==> src/rtl/muldiv_sequencer_pkg.sv <==
// Shared definitions for the MULTU/DIVU sequencer: ALU opcodes, op select and FSM states.
package muldiv_sequencer_pkg;

  typedef enum logic [3:0] {
    ALU_AND = 4'b0000,
    ALU_OR  = 4'b0001,
    ALU_ADD = 4'b0010,
    ALU_SUB = 4'b0110,
    ALU_SLT = 4'b0111
  } alu_op_t;

  localparam logic MD_OP_MULTU = 1'b0;
  localparam logic MD_OP_DIVU  = 1'b1;

  typedef enum logic [1:0] {
    IDLE = 2'd0,
    RUN  = 2'd1,
    DONE = 2'd2
  } md_state_t;

endpackage

==> src/rtl/muldiv_sequencer_alu.sv <==
// Core 32-bit ALU, reused by the sequencer as its only adder/subtractor.
// Purely combinational, zero latency; no flow control.
module muldiv_sequencer_alu
  import muldiv_sequencer_pkg::*;
#(
  parameter int WIDTH = 32
) (
  input  logic [WIDTH-1:0] a,
  input  logic [WIDTH-1:0] b,
  input  alu_op_t          op,
  output logic [WIDTH-1:0] y
);

  always_comb begin
    y = '0;
    case (op)
      ALU_AND: y = a & b;
      ALU_OR:  y = a | b;
      ALU_ADD: y = a + b;
      ALU_SUB: y = a - b;
      ALU_SLT: y = {{(WIDTH-1){1'b0}}, ($signed(a) < $signed(b))};
      default: y = '0;
    endcase
  end

endmodule

==> src/rtl/muldiv_sequencer.sv <==
// Unsigned MULTU/DIVU unit: 32 ALU iterations (done 32 cycles after accept), divide-by-zero short-cut.
// No queueing: start is taken only in IDLE/DONE; start while busy is dropped.
module muldiv_sequencer
  import muldiv_sequencer_pkg::*;
#(
  parameter int               WIDTH  = 32,
  parameter int               CNT_W  = 5,
  parameter logic [WIDTH-1:0] DBZ_LO = {WIDTH{1'b1}}
) (
  input  logic             clk,
  input  logic             rst_n,
  input  logic             start,
  input  logic             op,
  input  logic [WIDTH-1:0] a,
  input  logic [WIDTH-1:0] b,
  output logic             busy,
  output logic             done,
  output logic [WIDTH-1:0] hi,
  output logic [WIDTH-1:0] lo,
  output logic             dbz
);

  md_state_t        state;
  logic [CNT_W-1:0] cnt;
  logic             op_r;
  // acc is P_hi (multiply) or R (divide); quo is P_lo or Q; opnd is M or D.
  logic [WIDTH-1:0] acc, quo, opnd;

  logic [WIDTH-1:0] alu_a, alu_b, alu_y;
  alu_op_t          alu_op;
  logic [WIDTH-1:0] acc_nxt, quo_nxt, rs, sum;
  logic             carry, brw, take, last;

  muldiv_sequencer_alu #(.WIDTH(WIDTH)) u_alu (
    .a  (alu_a),
    .b  (alu_b),
    .op (alu_op),
    .y  (alu_y)
  );

  always_comb begin
    rs     = {acc[WIDTH-2:0], quo[WIDTH-1]};
    alu_a  = '0;
    alu_b  = '0;
    alu_op = ALU_AND;
    if (state == RUN) begin
      alu_b = opnd;
      if (op_r == MD_OP_DIVU) begin
        alu_a  = rs;
        alu_op = ALU_SUB;
      end else begin
        alu_a  = acc;
        alu_op = ALU_ADD;
      end
    end

    sum   = quo[0] ? alu_y : acc;
    carry = quo[0] && (alu_y < acc);
    // A bit shifted out of R means the true partial remainder exceeds D: always subtract.
    brw   = alu_y > rs;
    take  = acc[WIDTH-1] | ~brw;

    if (op_r == MD_OP_DIVU) begin
      acc_nxt = take ? alu_y : rs;
      quo_nxt = {quo[WIDTH-2:0], take};
    end else begin
      acc_nxt = {carry, sum[WIDTH-1:1]};
      quo_nxt = {sum[0], quo[WIDTH-1:1]};
    end

    last = (cnt == {CNT_W{1'b1}});
  end

  always_ff @(posedge clk or negedge rst_n) begin
    if (!rst_n) begin
      state <= IDLE;
      cnt   <= '0;
      op_r  <= 1'b0;
      acc   <= '0;
      quo   <= '0;
      opnd  <= '0;
      busy  <= 1'b0;
      done  <= 1'b0;
      hi    <= '0;
      lo    <= '0;
      dbz   <= 1'b0;
    end else begin
      done <= 1'b0;
      case (state)
        RUN: begin
          acc <= acc_nxt;
          quo <= quo_nxt;
          cnt <= cnt + 1'b1;
          if (last) begin
            state <= DONE;
            busy  <= 1'b0;
            done  <= 1'b1;
            hi    <= acc_nxt;
            lo    <= quo_nxt;
            dbz   <= 1'b0;
          end
        end
        default: begin
          if (start && op == MD_OP_DIVU && b == '0) begin
            state <= DONE;
            done  <= 1'b1;
            hi    <= a;
            lo    <= DBZ_LO;
            dbz   <= 1'b1;
          end else if (start) begin
            state <= RUN;
            busy  <= 1'b1;
            cnt   <= '0;
            op_r  <= op;
            acc   <= '0;
            quo   <= (op == MD_OP_DIVU) ? a : b;
            opnd  <= (op == MD_OP_DIVU) ? b : a;
          end else begin
            state <= IDLE;
          end
        end
      endcase
    end
  end

endmodule

==> config.mk <==
export PLATFORM = sky130hd
export DESIGN_NAME = muldiv_sequencer
export DESIGN_NICKNAME = d
export VERILOG_FILES = /design/src/rtl/muldiv_sequencer_pkg.sv /design/src/rtl/muldiv_sequencer_alu.sv /design/src/rtl/muldiv_sequencer.sv
export SDC_FILE = /design/constraint.sdc
export NUM_CORES = 1
export LEC_CHECK = 0
export CORE_AREA = 2 2 168 170
export DETAILED_ROUTE_END_ITERATION = 8
export DIE_AREA = 0 0 170 172
export PLACE_DENSITY = 0.8
export SLEW_MARGIN = 20
export SYNTH_ARGS = -nofsm -noshare
export SYNTH_HDL_FRONTEND = slang
export SYNTH_HIERARCHICAL = 1
export SYNTH_SLANG_ARGS = --single-unit
==> constraint.sdc <==
create_clock -name clk -period 7.3 [get_ports clk]
set_input_delay 1.46 -clock clk [delete_from_list [all_inputs] [get_ports clk]]
set_output_delay 1.46 -clock clk [all_outputs]
set_load 0.01 [all_outputs]
==> key figures <==
Placement
  – Gp weighted congestion: 0.956
  – Hpwl dp: 36,800 um
  – Setup WS pre-CTS: between 700 and 800 ps
  – Post-Place Cells: 2,311
  – Number of I/O port buffers: 134

Layout
  – # fillers: 2,311
  – Share of post-route cells with drive strength above 1: 7.66%
  – Final Non-Filler Cells: 2,345
  – Nets: 2,218
  – P&R area growth vs syn: 12.5%

Global routing
  – Largest net degree at the start of global routing: between 90 and 100
  – GRT Overall Usage: 34.1%
  – First-pass GRT wire length: 79,200 um
  – Vias in the first global route: 14,700
  – Remaining Overflow, GRT: 0
  – Initial antenna violation count: 1

Drt
  – Via density per instance: 6.56
  – ANT nets after route: 0
  – Routed vias: 15,400
  – DRC violations left: 0
  – DRT Pass-1 Iters: 6
  – Post-detailed-route wirelength per cell: 21.3 um
  – Post-Route WL: 50,000 um
  – Drt initial violations: 1,599

Worst setup path
  – CP peak stage delay: 680 ps
  – Highest-delay cell along the critical path: or4_1
  – CP startpoint: state[1]$_DFFE_PN0P_
  – FF-to-FF Start: state[1]$_DFFE_PN0P_
  – Critical Path Start Type: register
  – Critical Path RT: 7590 ps
  – Worst reg2reg setup slack: 540 ps
  – Critical path fanouts, max: 35
  – Crit-path cells: nand2b_4, inv_2, buf_12, and2_1, inv_1, ha_1, inv_1, nor4_1, or4b_1, o21ai_1, a21o_1, a211oi_1, or4_1, ha_1, nand4_1, nor4_1, a31o_2, a31o_4, buf_12, a21oi_1, a311oi_2, o31ai_1
  – Worst setup endpoint: hi[11]$_DFFE_PN0P_
  – Reg2reg path depth: 22
  – CP endpoint kind: register
  – CP arrival: 7050 ps
  – Reg-to-Reg End: hi[11]$_DFFE_PN0P_
  – Worst setup path class: reg -> reg

Timing
  – Final Cycle Share: ~93%
  – Final hold vios: 0
  – Final setup violation count: 0
  – Final worst setup slack: 541 ps
  – Slew at the pin closest to its max-slew limit: roughly 1300 ps
  – Minimum clock period: 6760 ps
  – RSZ-0062 raised after global routing: false
  – Slew HR: 13.6%
  – Maximum clock frequency: 148 MHz
  – Fin Setup TNS: 0 ps
  – Final Skew: 10.1 ps
  – Max-slew violation count: 0

Floorplanning
  – Core Rows: 61
  – Core area: 27,500 um^2
  – # IOs: 135
  – Die ar.: 29,200 um^2
  – Die width: 170 um
  – Initial core utilization: 58.1%
  – Die Ht: between 150 and 200 um

Synthesis
  – Count leader, synth: nand2_1
  – Yosys top cell by area: dfrtp_1
  – Yosys reg bits: 171
  – Synth warnings: 6
  – Post-Syn Area per Cell: a little over 8 um^2
  – Synth unique cells: between 80 and 90
  – Post-synth top area share: between 20 and 30%
  – Synth top area cells: dfrtp_1 (27%), ha_1 (13%), mux2i_1 (6.3%)
  – Commonest cells post-synth: nand2_1 (177), dfrtp_1 (171), a21oi_1 (163), ha_1 (163), o21ai_0 (152)
  – Main flop type after synthesis: dfrtp_1
  – Seq/Total Area, Yosys: 26.8%
  – Post-Syn Area: ~16,000 um^2
  – Async set-reset flop share out of synthesis: 100%
  – Mapped Cells: between 1,500 and 2,000
  – Post-synth EDFFs: 0

Clock network
  – TritonCTS clock tree: yes
  – H-tree depth: 4
  – Worst skew pair latency: 440 ps
  – Setup Fix Bufs, Post-CTS: 0
  – Post-CTS Resized: 0
  – Clock Tree Buf Depth: 2
  – Clock slew at reported path FFs: 70 ps
  – TritonCTS Sinks: roughly 170
  – Cts-stage hold buffer count: 0
  – CTS buffer count: 17
  – CTS root buf: clkbuf_16

Hold path
  – Hold WC Path Type: reg -> reg

Outcome
  – Status: complete, no violations

Run
  – Max cap viols: 0
[worst max-delay path, delay by kind of cell (launching register included)]
kind | cells | cell delay (ps)
flops | 1 | 370
compound gates | 8 | 1570
buf+inv | 5 | 1120
fa+ha+maj | 2 | 860
simple gates | 7 | 2640
[layout by cell type (no fill, tap or decap), types with 7 or more instances in the layout]
| master | instances |
|---|---|
| a31oi_1 | 11 |
| clkdlybuf4s50_1 | 132 |
| nand4_1 | 22 |
| nand2b_1 | 10 |
| o21ai_1 | 32 |
| mux2i_1 | 100 |
| a311oi_2 | 32 |
| a21o_1 | 44 |
| nand3_1 | 13 |
| o31ai_1 | 23 |
| a21oi_1 | 163 |
| and2_1 | 36 |
| o221ai_1 | 28 |
| nor4_1 | 13 |
| ha_1 | 163 |
| nor2b_1 | 42 |
| clkbuf_16 | 17 |
| dfrtp_1 | 169 |
| buf_4 | 24 |
| nor3_1 | 24 |
| o21ai_0 | 152 |
| a21oi_2 | 16 |
| o211ai_1 | 7 |
| xnor2_1 | 20 |
| a211oi_1 | 71 |
| inv_1 | 126 |
| nor2_1 | 136 |
| nand2_1 | 177 |
| o31ai_2 | 17 |
| o21bai_1 | 9 |
| and3_1 | 36 |
[state kept, by name, indices dropped and copies added (netlist names)]
| name | cells |
|---|---|
| opnd | 32 |
| dbz | 1 |
| acc | 32 |
| state | 2 |
| lo | 32 |
| hi | 32 |
| done | 1 |
| quo | 32 |
| cnt | 5 |
| busy | 1 |
| op_r | 1 |
[layout make-up]
| class | instances | area [um^2] | share of cell area, % |
|---|---|---|---|
| multi-input combinational | 1504 | 10600 | 58.9 |
| clock inverter | 10 | 82.6 | 0.460 |
| antenna | 1 | 2.50 | 0.0139 |
| tap | 346 | 433 | 2.41 |
| clock buffer | 22 | 484 | 2.70 |
| timing repair buffer | 162 | 1600 | 8.93 |
| sequential | 171 | 4280 | 23.9 |
| inverter | 129 | 484 | 2.70 |
[routing by layer]
| layer | up-vias | share of wire, % | track usage, % |
|---|---|---|---|
| li1 | 7090 | - | - |
| met1 | 7403 | 44 | 49.1 |
| met2 | 784 | 45 | 53.4 |
| met3 | 98 | 9.1 | 5.10 |
| met4 | 0 | 2.2 | 9.74 |
| met5 | - | 0 | 0 |
[kinds of logic after synthesis]
group | Yosys count | synth area share, %
compound gates | 667 | 28.9
simple gates | 539 | 16.2
buf+inv | 271 | 7.24
flops | 171 | 26.8
other cells | 1 | 0.0235
fa+ha+maj | 165 | 13.0
xor+xnor | 26 | 1.43
mux | 101 | 6.34
[how the worst min path moves through the flow]
stage | slack, ps | depth (start not counted) | endpoint | start
after floorplan | 440 | 2 | opnd[0]$_DFFE_PN0P_ | opnd[0]$_DFFE_PN0P_
after global placement | 450 | 2 | opnd[21]$_DFFE_PN0P_ | opnd[21]$_DFFE_PN0P_
after detailed placement | 460 | 2 | opnd[23]$_DFFE_PN0P_ | opnd[23]$_DFFE_PN0P_
after CTS | 480 | 2 | opnd[23]$_DFFE_PN0P_ | opnd[23]$_DFFE_PN0P_
after global routing | 490 | 2 | opnd[30]$_DFFE_PN0P_ | opnd[30]$_DFFE_PN0P_
final | 480 | 2 | opnd[23]$_DFFE_PN0P_ | opnd[23]$_DFFE_PN0P_
[metrics by stage]
step	cell area [um^2]	hold slack, ps	util [%]
global route	18000	495	65.4
CTS	17900	478	65.3
global placement	17400	454	63.3
floorplan	16000	442	-
detailed placement	17400	462	63.3
finish	18000	475	65.4
Power is left out: the tool's default activity adds up to more than one toggle a clock period on the data nets, which glitch-free logic cannot reach.
